## config.mk

```make
export PLATFORM = sky130hd
export DESIGN_NAME = mem_responder_flat
export DESIGN_NICKNAME = d
export VERILOG_FILES = /design/src/rtl/mem_responder_pkg.sv /design/src/rtl/mem_responder_if.sv /design/src/rtl/mem_responder_fifo.sv /design/src/rtl/mem_responder.sv /design/src/flat_wrapper.sv
export SDC_FILE = /design/constraint.sdc
export NUM_CORES = 1
export LEC_CHECK = 0
export BUFFER_PORTS_ARGS = -buffer_cell sky130_fd_sc_hd__buf_2
export CAP_MARGIN = 40
export CORE_UTILIZATION = 58
export DETAILED_ROUTE_END_ITERATION = 10
export GPL_TIMING_DRIVEN = 1
export HOLD_SLACK_MARGIN = 0.12
export PLACE_DENSITY = 0.78
export SLEW_MARGIN = 20
export SYNTH_ARGS = -nofsm -noshare
export SYNTH_HDL_FRONTEND = slang
export SYNTH_HIERARCHICAL = 1
export SYNTH_SLANG_ARGS = --single-unit
```

## constraint.sdc

```tcl
create_clock -name i_clk -period 3.1 [get_ports i_clk]
set_input_delay 0.465 -clock i_clk [delete_from_list [all_inputs] [get_ports i_clk]]
set_output_delay 0.465 -clock i_clk [all_outputs]
set_load 0.1 [all_outputs]
```

## src/rtl/mem_responder_pkg.sv

```systemverilog
// Shared definitions for the backing-memory responder: op codes, FSM states and op decode.
package mem_responder_pkg;

    localparam logic [7:0] OP_READ  = 8'h72;
    localparam logic [7:0] OP_WRITE = 8'h77;

    typedef enum logic [1:0] {
        StIdle,
        StWait,
        StResp
    } resp_state_t;

    typedef enum logic [1:0] {
        OpRead,
        OpWrite,
        OpBad
    } op_class_t;

    function automatic op_class_t classify_op(input logic [7:0] op);
        if (op == OP_READ) begin
            return OpRead;
        end else if (op == OP_WRITE) begin
            return OpWrite;
        end
        return OpBad;
    endfunction

endpackage

```

## src/rtl/mem_responder_if.sv

```systemverilog
// Request/response channel bundle between the L2 fill/write-back path and the memory responder.
interface mem_responder_if #(
    parameter int unsigned ADDR_W = 32
);

    logic              req_valid;
    logic              req_ready;
    logic [ADDR_W-1:0] req_addr;
    logic [7:0]        req_op;

    logic              rsp_valid;
    logic              rsp_ready;
    logic [ADDR_W-1:0] rsp_addr;
    logic [7:0]        rsp_op;
    logic              rsp_err;

    modport master (
        output req_valid,
        output req_addr,
        output req_op,
        output rsp_ready,
        input  req_ready,
        input  rsp_valid,
        input  rsp_addr,
        input  rsp_op,
        input  rsp_err
    );

    modport slave (
        input  req_valid,
        input  req_addr,
        input  req_op,
        input  rsp_ready,
        output req_ready,
        output rsp_valid,
        output rsp_addr,
        output rsp_op,
        output rsp_err
    );

endinterface

```

## src/rtl/mem_responder_fifo.sv

```systemverilog
// Power-of-two request FIFO with wrap-around pointers; push is ignored when full, pop when empty.
module mem_responder_fifo #(
    parameter int unsigned DEPTH = 4,
    parameter int unsigned WIDTH = 40,
    localparam int unsigned PTR_W = $clog2(DEPTH)
) (
    input  logic             i_clk,
    input  logic             i_reset,
    input  logic             i_push,
    input  logic [WIDTH-1:0] i_data,
    input  logic             i_pop,
    output logic [WIDTH-1:0] o_data,
    output logic             o_full,
    output logic             o_empty,
    output logic [PTR_W:0]   o_count
);

    logic [WIDTH-1:0] r_mem [DEPTH];
    logic [PTR_W-1:0] r_wr_ptr;
    logic [PTR_W-1:0] r_rd_ptr;
    logic [PTR_W:0]   r_count;
    logic             w_push;
    logic             w_pop;

    assign o_full  = (r_count == PTR_W'(0) + (PTR_W+1)'(DEPTH));
    assign o_empty = (r_count == '0);
    assign o_count = r_count;
    assign o_data  = r_mem[r_rd_ptr];

    assign w_push = i_push && !o_full;
    assign w_pop  = i_pop && !o_empty;

    always_ff @(posedge i_clk) begin
        if (i_reset) begin
            r_wr_ptr <= '0;
            r_rd_ptr <= '0;
            r_count  <= '0;
        end else begin
            if (w_push) begin
                r_wr_ptr <= r_wr_ptr + 1'b1;
            end
            if (w_pop) begin
                r_rd_ptr <= r_rd_ptr + 1'b1;
            end
            case ({w_push, w_pop})
                2'b10:   r_count <= r_count + 1'b1;
                2'b01:   r_count <= r_count - 1'b1;
                default: r_count <= r_count;
            endcase
        end
    end

    // Storage needs no reset: entries are only read once the pointers say they were written.
    always_ff @(posedge i_clk) begin
        if (w_push) begin
            r_mem[r_wr_ptr] <= i_data;
        end
    end

endmodule

```

## src/rtl/mem_responder.sv

```systemverilog
// Backing-memory responder: queues L2 requests, holds each for a fixed latency, answers in order.
module mem_responder
    import mem_responder_pkg::*;
#(
    parameter int unsigned ADDR_W  = 32,
    parameter int unsigned LATENCY = 4,
    parameter int unsigned DEPTH   = 4,
    parameter int unsigned CNT_W   = 12
) (
    input  logic             i_clk,
    input  logic             i_reset,
    mem_responder_if.slave   bus_if,
    output logic [CNT_W-1:0] o_mem_reads,
    output logic [CNT_W-1:0] o_mem_writes,
    output logic [CNT_W-1:0] o_bad_ops,
    output logic             o_busy
);

    if (LATENCY < 1 || LATENCY > 255) begin : g_bad_latency
        $error("mem_responder: LATENCY must be in 1..255");
    end
    if (DEPTH < 2 || (DEPTH & (DEPTH - 1)) != 0) begin : g_bad_depth
        $error("mem_responder: DEPTH must be a power of two >= 2");
    end

    typedef struct packed {
        logic [ADDR_W-1:0] addr;
        logic [7:0]        op;
    } mem_req_t;

    localparam int unsigned REQ_W    = ADDR_W + 8;
    localparam logic [7:0]  CNT_LOAD = 8'(LATENCY - 1);

    resp_state_t            r_state;
    resp_state_t            w_state_next;
    logic [7:0]             r_cnt;
    logic [7:0]             w_cnt_next;
    mem_req_t               r_hold;
    mem_req_t               w_hold_next;
    mem_req_t               w_req_in;
    mem_req_t               w_head;
    logic                   w_push;
    logic                   w_pop;
    logic                   w_full;
    logic                   w_empty;
    logic [$clog2(DEPTH):0] w_count;
    logic                   w_rsp_valid;
    logic                   w_hs;
    op_class_t              w_hold_class;
    logic [CNT_W-1:0]       r_mem_reads;
    logic [CNT_W-1:0]       r_mem_writes;
    logic [CNT_W-1:0]       r_bad_ops;

    assign w_req_in = {bus_if.req_addr, bus_if.req_op};
    assign w_push   = bus_if.req_valid && !w_full;

    mem_responder_fifo #(
        .DEPTH (DEPTH),
        .WIDTH (REQ_W)
    ) u_fifo (
        .i_clk   (i_clk),
        .i_reset (i_reset),
        .i_push  (w_push),
        .i_data  (w_req_in),
        .i_pop   (w_pop),
        .o_data  (w_head),
        .o_full  (w_full),
        .o_empty (w_empty),
        .o_count (w_count)
    );

    // Ready reflects occupancy only, so a same-cycle pop never opens a full queue.
    assign bus_if.req_ready = !w_full;

    assign w_rsp_valid  = (r_state == StResp);
    assign w_hs         = w_rsp_valid && bus_if.rsp_ready;
    assign w_hold_class = classify_op(r_hold.op);

    assign bus_if.rsp_valid = w_rsp_valid;
    assign bus_if.rsp_addr  = r_hold.addr;
    assign bus_if.rsp_op    = r_hold.op;
    assign bus_if.rsp_err   = w_rsp_valid && (w_hold_class == OpBad);

    assign o_busy = (w_count != '0) || (r_state != StIdle);

    always_comb begin
        w_state_next = r_state;
        w_cnt_next   = r_cnt;
        w_hold_next  = r_hold;
        w_pop        = 1'b0;
        unique case (r_state)
            StIdle: begin
                if (!w_empty) begin
                    w_pop        = 1'b1;
                    w_hold_next  = w_head;
                    w_cnt_next   = CNT_LOAD;
                    w_state_next = StWait;
                end
            end
            StWait: begin
                if (r_cnt == '0) begin
                    w_state_next = StResp;
                end else begin
                    w_cnt_next = r_cnt - 1'b1;
                end
            end
            StResp: begin
                // Back-to-back service: go straight to WAIT on the handshake edge.
                if (bus_if.rsp_ready) begin
                    if (!w_empty) begin
                        w_pop        = 1'b1;
                        w_hold_next  = w_head;
                        w_cnt_next   = CNT_LOAD;
                        w_state_next = StWait;
                    end else begin
                        w_state_next = StIdle;
                    end
                end
            end
            default: begin
                w_state_next = StIdle;
            end
        endcase
    end

    always_ff @(posedge i_clk) begin
        if (i_reset) begin
            r_state <= StIdle;
            r_cnt   <= '0;
            r_hold  <= '0;
        end else begin
            r_state <= w_state_next;
            r_cnt   <= w_cnt_next;
            r_hold  <= w_hold_next;
        end
    end

    function automatic logic [CNT_W-1:0] sat_inc(input logic [CNT_W-1:0] v);
        return (&v) ? v : v + 1'b1;
    endfunction

    always_ff @(posedge i_clk) begin
        if (i_reset) begin
            r_mem_reads  <= '0;
            r_mem_writes <= '0;
            r_bad_ops    <= '0;
        end else if (w_hs) begin
            unique case (w_hold_class)
                OpRead:  r_mem_reads  <= sat_inc(r_mem_reads);
                OpWrite: r_mem_writes <= sat_inc(r_mem_writes);
                default: r_bad_ops    <= sat_inc(r_bad_ops);
            endcase
        end
    end

    assign o_mem_reads  = r_mem_reads;
    assign o_mem_writes = r_mem_writes;
    assign o_bad_ops    = r_bad_ops;

endmodule

```

## src/flat_wrapper.sv

```systemverilog
// flat-port wrapper written by rule: the top's interface ports become plain ports
module mem_responder_flat import mem_responder_pkg::*;
#(
    parameter int unsigned ADDR_W  = 32,
    parameter int unsigned LATENCY = 4,
    parameter int unsigned DEPTH   = 4,
    parameter int unsigned CNT_W   = 12
)
  (i_clk, i_reset, o_mem_reads, o_mem_writes, o_bad_ops, o_busy, bus_if_req_valid, bus_if_req_addr, bus_if_req_op, bus_if_rsp_ready, bus_if_req_ready, bus_if_rsp_valid, bus_if_rsp_addr, bus_if_rsp_op, bus_if_rsp_err);
  mem_responder_if #(.ADDR_W(ADDR_W)) bus_if_i ();
  input  logic i_clk;
  input  logic i_reset;
  output logic [CNT_W-1:0] o_mem_reads;
  output logic [CNT_W-1:0] o_mem_writes;
  output logic [CNT_W-1:0] o_bad_ops;
  output logic o_busy;
  input wire logic [$bits(bus_if_i.req_valid)-1:0] bus_if_req_valid;
  input wire logic [$bits(bus_if_i.req_addr)-1:0] bus_if_req_addr;
  input wire logic [$bits(bus_if_i.req_op)-1:0] bus_if_req_op;
  input wire logic [$bits(bus_if_i.rsp_ready)-1:0] bus_if_rsp_ready;
  output wire logic [$bits(bus_if_i.req_ready)-1:0] bus_if_req_ready;
  output wire logic [$bits(bus_if_i.rsp_valid)-1:0] bus_if_rsp_valid;
  output wire logic [$bits(bus_if_i.rsp_addr)-1:0] bus_if_rsp_addr;
  output wire logic [$bits(bus_if_i.rsp_op)-1:0] bus_if_rsp_op;
  output wire logic [$bits(bus_if_i.rsp_err)-1:0] bus_if_rsp_err;
  assign bus_if_i.req_valid = bus_if_req_valid;
  assign bus_if_i.req_addr = bus_if_req_addr;
  assign bus_if_i.req_op = bus_if_req_op;
  assign bus_if_i.rsp_ready = bus_if_rsp_ready;
  assign bus_if_req_ready = bus_if_i.req_ready;
  assign bus_if_rsp_valid = bus_if_i.rsp_valid;
  assign bus_if_rsp_addr = bus_if_i.rsp_addr;
  assign bus_if_rsp_op = bus_if_i.rsp_op;
  assign bus_if_rsp_err = bus_if_i.rsp_err;
  mem_responder #(.ADDR_W(ADDR_W), .LATENCY(LATENCY), .DEPTH(DEPTH), .CNT_W(CNT_W)) u_core (.i_clk(i_clk), .i_reset(i_reset), .bus_if(bus_if_i), .o_mem_reads(o_mem_reads), .o_mem_writes(o_mem_writes), .o_bad_ops(o_bad_ops), .o_busy(o_busy));
endmodule
```

; ---- After elaboration in Yosys (flattened, before gate mapping)
; Memory sizes are Yosys's and may differ from the RTL's. A register that Yosys moved wholly into a read port is not among the register bits.
; Index checks and enable logic that the tools add are counted.
[op_classes]
magnitude_cmp = 0
n_eq_ne = 13
shifts = 0
n_bitwise = 4
n_mul = 0
reduce_logical = 27
n_addsub = 8
mux = 25
div_mod_pow = 0
[ops]
columns = op, count
row1 = $mux 40, 2
row2 = $pmux 40 s2, 1
row3 = $add 12x1->12 const B, 3
row4 = $reduce_and 12->1, 3
row5 = $mux 8, 3
row6 = $pmux 8 s3, 1
row7 = $eq 8x7->1 const B, 2
row8 = $mux 2, 8
row9 = $reduce_and 3->1, 5
row10 = $logic_not 8->1, 1
row11 = $sub 8x1->8 const B, 1
row12 = $mux 1, 7
row13 = $eq 2x1->1 const B, 3
row14 = $eq 2x2->1 const B, 3
row15 = $ne 2x2->1 const B, 3
row16 = $pmux 2 s3, 1
row17 = $pmux 3 s2, 1
row18 = $reduce_bool 2->1, 3
row19 = $reduce_bool 3->1, 2
row20 = $logic_and 1x1->1, 5
row21 = $add 2x1->2 const B, 2
row22 = $logic_not 2->1, 2
row23 = $not 1->1, 4
row24 = $add 3x1->3 const B, 1
row25 = 9 further kinds, 10
[totals]
regBits = 93
n_memories = 1
rom_bits = 0
in_bits = 44
out_inout_bits = 80
elab_cells = 88
latch_bits = 0
ramBits = 160
[memory_table]
columns = name, words, word_bits, rd, rd_clocked_by_memory_dff, wr, line
row1 = u_core.u_fifo.r_mem, 4, 40, 1, 1, 1, mem_responder_fifo.sv:18  ; logic [WIDTH-1:0] r_mem [DEPTH];

; ---- Longest topological paths before layout
; Gate-level depths: netlist (run 1).
[depth]
depth_word = 8
depth_mapped = 13
depth_no_buf = 11

; ---- Modules after synthesis
; The synthesis (run 1) kept the hierarchy.
[modules_own_cells]
columns = module, cells_per_inst, n_inst, area_each_um2
row1 = mem_responder_fifo, 263, 1, 6304.8
row2 = mem_responder, 456, 1, 3868.7

; ---- Least setup slack after synthesis (run 1)
; Ideal clock, no wire load.
[synth_path]
kind = register to output
start = reg u_core.r_state[1]
end = out bus_if_rsp_err
setup_slack_ps = 168
arrival_ps = 2467
stages_incl_launch_ff = 3
path_cell_list = dfxtp_1 -> nor2b_1 -> o31a_2
[synth_between]
elab_chain_len = 2
[synth_lines]
columns = item, line
row1 = start: declaration, mem_responder.sv:34  ; resp_state_t r_state;
row2 = start signal: assignment, mem_responder.sv:128  ; r_state <= StIdle;
row3 = start signal: assignment, mem_responder.sv:132  ; r_state <= w_state_next;
row4 = $eq 2x2->1, mem_responder.sv:75  ; assign w_rsp_valid = (r_state == StResp);
row5 = named net bus_if_rsp_valid, flat_wrapper.sv:22  ; output wire logic [$bits(bus_if_i.rsp_valid)-1:0] bus_if_rsp_valid;
row6 = $logic_and 1x1->1, mem_responder.sv:82  ; assign bus_if.rsp_err = w_rsp_valid && (w_hold_class == OpBad);
row7 = end: declaration, flat_wrapper.sv:25  ; output wire logic [$bits(bus_if_i.rsp_err)-1:0] bus_if_rsp_err;
; The timed path passes the listed nets, and every way through them passes these cells.

; ---- Final worst setup path (run 1)
[layout_path]
start = reg u_core.u_fifo.r_count[0] (netlist: u_core/u_fifo/o_count[0])
end = reg u_core.u_fifo.r_count[2] (netlist: u_core/u_fifo/o_count[2])
[layout_between]
elab_chain_len = 7
[layout_lines]
columns = item, line
row1 = start: declaration, mem_responder_fifo.sv:21  ; logic [PTR_W:0] r_count;
row2 = start signal: assignment, mem_responder_fifo.sv:46  ; 2'b10: r_count <= r_count + 1'b1;
row3 = start signal: assignment, mem_responder_fifo.sv:47  ; 2'b01: r_count <= r_count - 1'b1;
row4 = start signal: assignment, mem_responder_fifo.sv:48  ; default: r_count <= r_count;
row5 = $logic_not 3->1 *, mem_responder_fifo.sv:26  ; assign o_empty = (r_count == '0);
row6 = named net u_core.w_empty, mem_responder.sv:45  ; logic w_empty;
row7 = $mux 1, "mem_responder.sv:93, mem_responder.sv:110"
row8 = $mux 1, mem_responder.sv:109  ; if (bus_if.rsp_ready) begin
row9 = $pmux 1 s2, mem_responder.sv:91  ; unique case (r_state)
row10 = $logic_and 1x1->1 *, mem_responder_fifo.sv:31  ; assign w_pop = i_pop && !o_empty;
row11 = named net u_core.u_fifo.w_pop, mem_responder_fifo.sv:23  ; logic w_pop;
row12 = $eq 2x1->1 / $eq 2x2->1 (equally long branches), mem_responder_fifo.sv:45  ; case ({w_push, w_pop})
row13 = $pmux 3 s2 / $reduce_bool 2->1 (equally long branches), --
; The timed path passes the listed nets; every way through them passes the cells marked *.
; A chain may end at the register's enable or synchronous reset.

==> impl_metrics.yaml, run 1 <==
power_and_ir_drop:
  power_frac_comb_pct: 36.0
  swShare_pct: 40.7
  pwr-share-seq_pct: 38.4
  p_per_area_nw_per_um2: 984
  clkPwrFrac_pct: 25.6
  p_sw_uw: 4780
  p_total_uw: 11800
  intPower_uw: 6980
  leakage_uw: 0.00429
  max-vdd-ir-drop_mv: 0.850
clock_network:
  worstSkewPairLatency_ns: 0.55
  h-tree-depth: 1
  cts_tree: "yes"
  clock_sinks: 255
  clkTransAtPathRegs_ns: 0.06
  root_buffer: "clkbuf_16"
  cts-buffers-inserted: 27
  cts_buffer_depth: 3
place:
  dp.cells: 1047
  dpl_cell_area_sq_um: 11000
  dp_hpwl_mm: 13.4
  io_buffer_count: 123
  gp_congestion: 0.850
routing:
  routed-via-count: 6597
  first_pass_iters: 5
  wire_per_inst_um: 19.1
  route.antenna.remaining_nets: 0
  routed_wirelength_mm: 21.1
  drc: 0
  drt_iter0_markers: 488
  vias_per_cell: 5.95
setup_path:
  arrival_ns: 3.09
  cp-start-kind: "register"
  crit_top_cell: "inv_1"
  path_max_fanout: 6
  cp_cell_sequence: "nor3_2 -> or3_2 -> inv_2 -> o31ai_2 -> inv_1 -> ha_1 -> inv_1 -> fa_1 -> xor2_1 -> or3_1 -> a21oi_1"
  cp.required_ns: 3.57
  endpoint_kind: "register"
  critPathKind: "reg -> reg"
  slowest_delay_ns: 0.49
  slowest_stage: "dfxtp_1"
sta:
  slew_headroom_pct: 45.2
  max_freq_mhz: 382
  worst_pin_slew_ns: 0.820
  fin_crit_sh_pct: 84.5
  hold_viol: 0
  period_minus_slack_ns: 2.62
  slew_violations: 0
  setup_tns_ns: 0
  setup_violations: 0
  fin_skew_ns: 0.0167
  rsz0062_at_grt: "false"
global_routing:
  grt_overflow: 0
  antenna_found_initial: 3
  grt_pass1_wl_mm: 33.6
  grt_max_degree: 48
  grt_usage_pct: 23.9
  grt_pass1_vias: 6605
yosys:
  synth_top_area_share_pct: 47.2
  ys_ff_latch: 255
  postSynthAreaPerCell_sq_um: 14.1
  syn-cell-area_sq_um: 10200
  syn-num-nets: 774
  yosysTopAreaCell: "edfxtp_1"
  synth_top_flop_cell: "edfxtp_1"
  synth-edff-count: 160
  yosysMostFrequentCell: "edfxtp_1"
  yosys_warnings: 6
  synth_area_leaders: "edfxtp_1 47%, dfxtp_1 19%, mux4_2 8.9%"
  seq_area_frac_synth_pct: 65.9
  synth_cells: 719
  synth_top_cells_by_count: "160 x edfxtp_1, 95 x dfxtp_1, 95 x nand2_1, 70 x a21oi_1, 40 x mux4_2"
  synthArstFlopShare_pct: 0
  synth_cell_types: 65
layout:
  layout.nets: 913
  drive_gt1_share_pct: 27.9
  stdcell_area_sq_um: 12000
  nFillCells: 1145
  finalNonFillerCells: 1108
  syn_to_final_growth_pct: 17.5
  final_util_pct: 69.4
floorplanning:
  die_h_um: 134
  die-width_um: 134
  start_util_pct: 59.0
  die_area_sq_um: 18100
  num_rows: 48
  pin_count: 124
  coreArea_sq_um: 17200
run_status:
  status: "complete, no violations"
worst_hold_path:
  hp-class: "in -> reg"
job:
  max_cap_violations: 0
[state kept, by name, summed over array words and instances (netlist names), named ones only]
register / cells
u_core/u_fifo/r_mem: 160
u_core/bus_if.rsp_addr: 32
u_core/o_bad_ops: 12
u_core/o_mem_reads: 12
u_core/o_mem_writes: 12
u_core/bus_if.rsp_op: 8
u_core/r_cnt: 8
u_core/u_fifo/o_count: 3
u_core/r_state: 2
u_core/u_fifo/r_rd_ptr: 2
u_core/u_fifo/r_wr_ptr: 2
[placed cells by master, fill, tap and decap left out, drive strengths merged, types with 3 or more instances in the layout]
cell type	n
mux2	3
or4	13
nand2	95
mux4	40
nor4b	3
xor2	6
a21oi	70
clkinv	13
or2	3
edfxtp	160
nand4	10
buf	136
nor2b	7
and2	5
a2111oi	3
nand2b	4
o21ai	10
inv	23
dlygate4sd3	7
ha	10
o31ai	17
dfxtp	95
o41ai	7
nand3	11
nand4b	3
clkbuf	34
diode	4
nor3	8
o311ai	6
or3	14
and3	3
a211oi	4
nor2	24
nor3b	3
nor4	4
xnor2	4
[routing by layer]
metal,global-route usage [%],wire (um)
met4,7.87,463
met5,0,0
met3,5.37,1520
met1,29.7,8370
met2,41.5,10800
[area by class of cell]
cell class | instances | area [sq um] | share of cell area [%]
diodes | 4 | 10.0 | 0.0837
clock buffers | 34 | 712 | 5.96
clock inverters | 16 | 129 | 1.08
inverters | 22 | 82.6 | 0.691
multi-input cells | 409 | 3170 | 26.5
flip-flops and latches | 255 | 6710 | 56.1
well taps | 225 | 282 | 2.36
repair buffers | 143 | 856 | 7.16
[cell families (layout without fill, tap and decap cells)]
group	Yosys count	count (layout)	share of synthesized area (%)
flops	255	255	65.9
other cells	0	4	0
fa+ha+maj	11	11	1.43
simple gates	217	217	11.8
mux	45	45	9.38
compound gates	126	126	7.67
buf+inv	55	215	2.96
xor+xnor	10	10	0.861
[worst max-delay path, delay by kind of cell, from the launching register on]
family / cells / cell delay (ns)
xor+xnor: 1 / 0.16
flops: 1 / 0.49
buf+inv: 3 / 0.21
fa+ha+maj: 2 / 0.56
compound gates: 2 / 0.23
simple gates: 3 / 0.91
[repair_timing]
item | CTS | global route
hold endpoints to repair | 27 | 0
hold buffers | 7 | 0
gates resized for setup | 0 | 0
setup buffers | 0 | 0
[per-stage QoR]
stage          hold WS, ns  worst slack, ns
6_report             0.137            0.481
5_1_grt              0.126            0.336
4_1_cts              0.121            0.505
3_5_place_dp         0.446            0.525
3_3_place_gp         0.441            0.625
2_1_floorplan        0.459            0.168
[final timing paths]
kind         slack, ns                         end  cells past startpoint                       start
max               0.48    u_core/u_fifo/o_count[2]                     11    u_core/u_fifo/o_count[0]
min               0.14   u_core/u_fifo/r_mem[0][6]                      1            bus_if_req_op[6]
min reg2reg       0.46  u_core/bus_if.rsp_addr[28]                      2  u_core/bus_if.rsp_addr[28]
max reg2reg       0.48    u_core/u_fifo/o_count[2]                     11    u_core/u_fifo/o_count[0]
[power groups by stage]
stage	combinational, uW	clock, uW	sequential [uW]
after floorplan	1930	0	6100
after global placement	3980	0	4660
after detailed placement	4240	0	4580
after CTS	4270	3060	4520
after global routing	4470	3190	4580
final	4240	3010	4520
Note: power is estimated with default switching activity, not from simulation.
==> run 2, diff against run 1 <==
Clock period 3.1 ns to 2.7 ns, I/O delays scaled along.
==> run 2 against run 1 <==
First-iteration DRC count decreased by 13%. Setup slack got worse by 0.32 ns. Count of clock-buffer cells in the layout increased by 1. Design area increased by 1.5%. Maximum frequency increased by 3.1%. Via count increased by 0.76%. Critical path depth unchanged. Largest cell class unchanged.
==> impl_metrics.yaml, run 2 (synthesis gave the netlist of run 1 again) <==
sta:
  period_minus_slack_ns: 2.54
  rsz0062_at_grt: "false"
  fin_crit_sh_pct: 94.1
  setup_tns_ns: 0
  max_freq_mhz: 394
  setup_violations: 0
  hold_slack_ns: 0.134
  slew_violations: 0
  fin_skew_ns: 0.00863
  worst_pin_slew_ns: 0.759
  slew_headroom_pct: 49.3
  hold_viol: 0
global_routing:
  grt_overflow: 0
  grt_pass1_vias: 6658
  grt_pass1_wl_mm: 34.4
  antenna_found_initial: 0
  grt_max_degree: 45
  grt_usage_pct: 24.5
floorplanning:
  die-width_um: 134
  start_util_pct: 59.0
  pin_count: 124
  die_area_sq_um: 18100
  die_h_um: 134
  num_rows: 48
  coreArea_sq_um: 17200
routing:
  vias_per_cell: 5.88
  wire_per_inst_um: 19.3
  drt_iter0_markers: 424
  first_pass_iters: 4
  route.antenna.remaining_nets: 0
  routed-via-count: 6647
  routed_wirelength_mm: 21.8
  drc: 0
clock_network:
  cts_tree: "yes"
  cts-buffers-inserted: 25
  clock_sinks: 255
  cts_buffer_depth: 3
  h-tree-depth: 1
  post_cts_buffers: 0
  worstSkewPairLatency_ns: 0.51
  clkTransAtPathRegs_ns: 0.06
  root_buffer: "clkbuf_16"
setup_path:
  arrival_ns: 2.98
  path_max_fanout: 6
  cp-start-kind: "register"
  cp.required_ns: 3.14
  critPathKind: "reg -> reg"
  endpoint_kind: "register"
layout:
  finalNonFillerCells: 1130
  antenna_cells: 0
  final_cell_mix: "160 x edfxtp_1, 122 x buf_2, 95 x nand2_1"
  largest_reg_flops: 160
  final_common_cell: "edfxtp_1"
  drive_gt1_share_pct: 27.1
  layout.nets: 942
  syn_to_final_growth_pct: 19.3
  top_register: "u_core/u_fifo/r_mem"
place:
  dp.cells: 1053
  dp_hpwl_mm: 13.7
  gp_congestion: 0.868
  io_buffer_count: 123
worst_hold_path:
  hp-class: "in -> reg"
job:
  max_cap_violations: 0
power_and_ir_drop:
  p_per_area_nw_per_um2: 1100
  leakage_uw: 0.00437
  max-vdd-ir-drop_mv: 0.840
run_status:
  status: "complete, no violations"
==> run 2: through the flow <==
step	utilization [%]	worst slack (ns)	total power (uW)	area [sq um]
floorplan	-	0.0531	9220	10200
CTS	70.4	0.115	13400	12100
detailed placement	64.2	0.120	10200	11100
finish	70.4	0.160	13300	12100
global route	70.4	0.0217	13900	12100
global placement	64.2	0.264	10000	11100
==> run 2: worst max-delay path, cell delays in order, from the launching register on <==
cell	delay (ns)
dfxtp_1	0.44
nor3_2	0.08
or3_2	0.48
inv_2	0.08
o31ai_2	0.08
inv_1	0.07
ha_1	0.17
inv_1	0.06
fa_1	0.37
xor2_1	0.16
or3_1	0.32
a21oi_1	0.16
==> run 2: path summary, 6_finish.rpt <==
path	end	startpoint	cells after the start	slack (ns)
worst max-delay path	u_core/u_fifo/o_count[2]	u_core/u_fifo/o_count[2]	11	0.16
worst min-delay path	u_core/u_fifo/r_mem[3][24]	bus_if_req_addr[16]	1	0.13
worst max register to register	u_core/u_fifo/o_count[2]	u_core/u_fifo/o_count[2]	11	0.16
worst min register to register	u_core/bus_if.rsp_addr[0]	u_core/bus_if.rsp_addr[0]	2	0.45
==> run 2: power breakdown <==
| group | switching [uW] | internal [uW] |
|---|---|---|
| logic | 3650 | 1280 |
| registers | 408 | 4800 |
| clock network | 1360 | 1850 |
| total | 5420 | 7930 |
==> run 2: cell type report <==
class                           instances  area [sq um]
Inverter                               22          82.6
Tap cell                              225           282
Clock buffer                           35           683
Fill cell                            1140          5100
Sequential cell                       255          6710
Multi-Input combinational cell        409          3170
Clock inverter                         10          73.8
Timing Repair Buffer                  174          1130
==> run 2: timing repair <==
item / CTS / global route
endpoints found under the setup margin: 0 / 1
hold buffers: 32 / 0
gates resized for setup: 0 / 2
endpoints found under the hold margin: 128 / 0
==> run 2: layer usage <==
layer  vias to the layer above  GRT usage [%]  wire, um
li1                       3077              -         -
met1                      3290           30.8      8550
met2                       240           43.6     11300
met3                        40           4.35      1460
met4                         0           6.68       448
met5                         -              0         0
==> run 3, diff against run 2 <==
Settings changed: CELL_PAD_IN_SITES_DETAIL_PLACEMENT set to 0, CELL_PAD_IN_SITES_GLOBAL_PLACEMENT set to 2, CORE_UTILIZATION 58 to 41.
==> run 3 against run 2 <==
Global-route usage shrank 7.3 points. Design area is 2.7% higher. Critical path depth unchanged. Setup slack improved by 0.053 ns. Sequential power about the same. Wire length fell by 0.16%. Sequential share of layout area down 1.4 points. Non-clock buffer count is 5 higher. Combinational power is 1% lower. Count of clock-buffer cells in the layout grew 5. Critical path type unchanged. Largest cell class unchanged. Largest power group unchanged.
==> impl_metrics.yaml, run 3 (synthesis gave the netlist of run 1 again) <==
layout:
  final_cell_mix: "160 x edfxtp_1, 122 x buf_2, 95 x nand2_1"
  final_common_cell: "edfxtp_1"
  top_register: "u_core/u_fifo/r_mem"
  layout.nets: 950
  stdcell_area_sq_um: 12500
  nFillCells: 2125
  syn_to_final_growth_pct: 22.5
  antenna_cells: 0
  largest_reg_flops: 160
  drive_gt1_share_pct: 27.0
  final_util_pct: 51.3
setup_path:
  arrival_ns: 2.95
  startpoint: "u_core/u_fifo/o_count[2]"
  endpoint_kind: "register"
  path_max_fanout: 6
  reg2reg_from: "u_core/u_fifo/o_count[2]"
  cp.required_ns: 3.16
  cp-start-kind: "register"
  critPathKind: "reg -> reg"
sta:
  setup_tns_ns: 0
  fin_skew_ns: 0.0171
  max_freq_mhz: 402
  slew_violations: 0
  fin_ws_ns: 0.213
  period_minus_slack_ns: 2.49
  rsz0062_at_grt: "false"
  fin_crit_sh_pct: 92.1
  slew_headroom_pct: 45.7
  hold_viol: 0
  worst_pin_slew_ns: 0.812
  setup_violations: 0
place:
  gp_congestion: 0.776
  dpl_cell_area_sq_um: 11200
  pre_cts_ws_ns: 0.153
  dp_hpwl_mm: 13.4
  io_buffer_count: 123
global_routing:
  grt_pass1_vias: 6517
  grt_overflow: 0
  antenna_found_initial: 0
  grt_max_degree: 45
  grt_usage_pct: 17.2
  grt_pass1_wl_mm: 34.7
power_and_ir_drop:
  p_sw_uw: 5500
  clkPwrFrac_pct: 26.4
  power_frac_comb_pct: 35.6
  swShare_pct: 40.2
  pwr-share-seq_pct: 38.0
  leakage_uw: 0.00446
  p_total_uw: 13700
  max-vdd-ir-drop_mv: 0.845
  p_per_area_nw_per_um2: 1100
  intPower_uw: 8180
routing:
  vias_per_cell: 5.25
  routed_wirelength_mm: 21.8
  wire_per_inst_um: 17.6
  route.antenna.remaining_nets: 0
  drt_iter0_markers: 521
  routed-via-count: 6508
  first_pass_iters: 5
  drc: 0
worst_hold_path:
  hp-start: "i_reset"
  hp-class: "in -> reg"
floorplanning:
  pin_count: 124
  num_rows: 57
  die_h_um: 160
  start_util_pct: 41.8
  die-width_um: 160
  coreArea_sq_um: 24300
  die_area_sq_um: 25400
clock_network:
  h-tree-depth: 1
  clkTransAtPathRegs_ns: 0.06
  cts-buffers-inserted: 28
  worstSkewPairLatency_ns: 0.55
  root_buffer: "clkbuf_16"
  cts_buffer_depth: 3
  clock_sinks: 255
  cts_tree: "yes"
run_status:
  status: "complete, no violations"
job:
  max_cap_violations: 0
[run 3: changes by cell type in the layout (fill, tap and decap cells not counted), sizes merged]
cell | before | now
dlygate4sd3 | 32 | 40
clkbuf | 35 | 41
buf | 142 | 138
inv | 21 | 22
[run 3: routing by layer]
metal  GRT usage (%)  part of all wire, %  vias up
met5               0                    0        -
met4            4.37                  1.9        0
met3            2.68                  4.8       29
met2            29.1                   49      155
met1            23.1                   45     3224
li1                -                    -     3100
[run 3: power groups by stage]
| stage | sequential, uW | clock (uW) | combinational [uW] |
|---|---|---|---|
| after floorplan | 7010 | 0 | 2210 |
| after detailed placement | 5300 | 0 | 4870 |
| after global placement | 5250 | 0 | 4820 |
| final | 5200 | 3610 | 4870 |
| after global routing | 5290 | 3860 | 5190 |
| after CTS | 5220 | 3700 | 4930 |
[run 3: path summary, 6_finish.rpt]
kind / cells after the start / end / slack [ns]
worst max-delay path: 11 / u_core/u_fifo/o_count[2] / 0.21
worst min register to register: 2 / u_core/bus_if.rsp_addr[21] / 0.45
worst min-delay path: 2 / u_core/u_fifo/o_count[1] / 0.29
worst max register to register: 11 / u_core/u_fifo/o_count[2] / 0.21
[run 3: per-stage QoR]
stage	hold slack (ns)	std cells
5_1_grt	0.312	1240
2_1_floorplan	0.459	719
3_5_place_dp	0.443	1148
3_3_place_gp	0.438	1148
4_1_cts	0.274	1239
6_report	0.292	1240
[run 3: cell type report]
type                            count  area (sq um)  share of cell area [%]
Multi-Input combinational cell    409          3170                    25.5
Timing Repair Buffer              179          1200                    9.61
Tap cell                          324           405                    3.25
Sequential cell                   255          6710                    53.8
Clock inverter                     11           108                   0.863
Inverter                           22          82.6                   0.662
Clock buffer                       40           786                    6.30
[run 3: repair_timing]
item | in CTS | in global routing
hold endpoints to repair | 160 | 0
setup buffers | 0 | 0
hold buffers | 40 | 0
resized for setup | 0 | 1
setup endpoints to repair | 0 | 1
[run 3: critical path: stages (launching register included)]
cell	delay, ns
dfxtp_1	0.41
nor3_2	0.07
or3_2	0.47
inv_2	0.08
o31ai_2	0.07
inv_1	0.07
ha_1	0.16
inv_1	0.06
fa_1	0.37
xor2_1	0.16
or3_1	0.32
a21oi_1	0.16
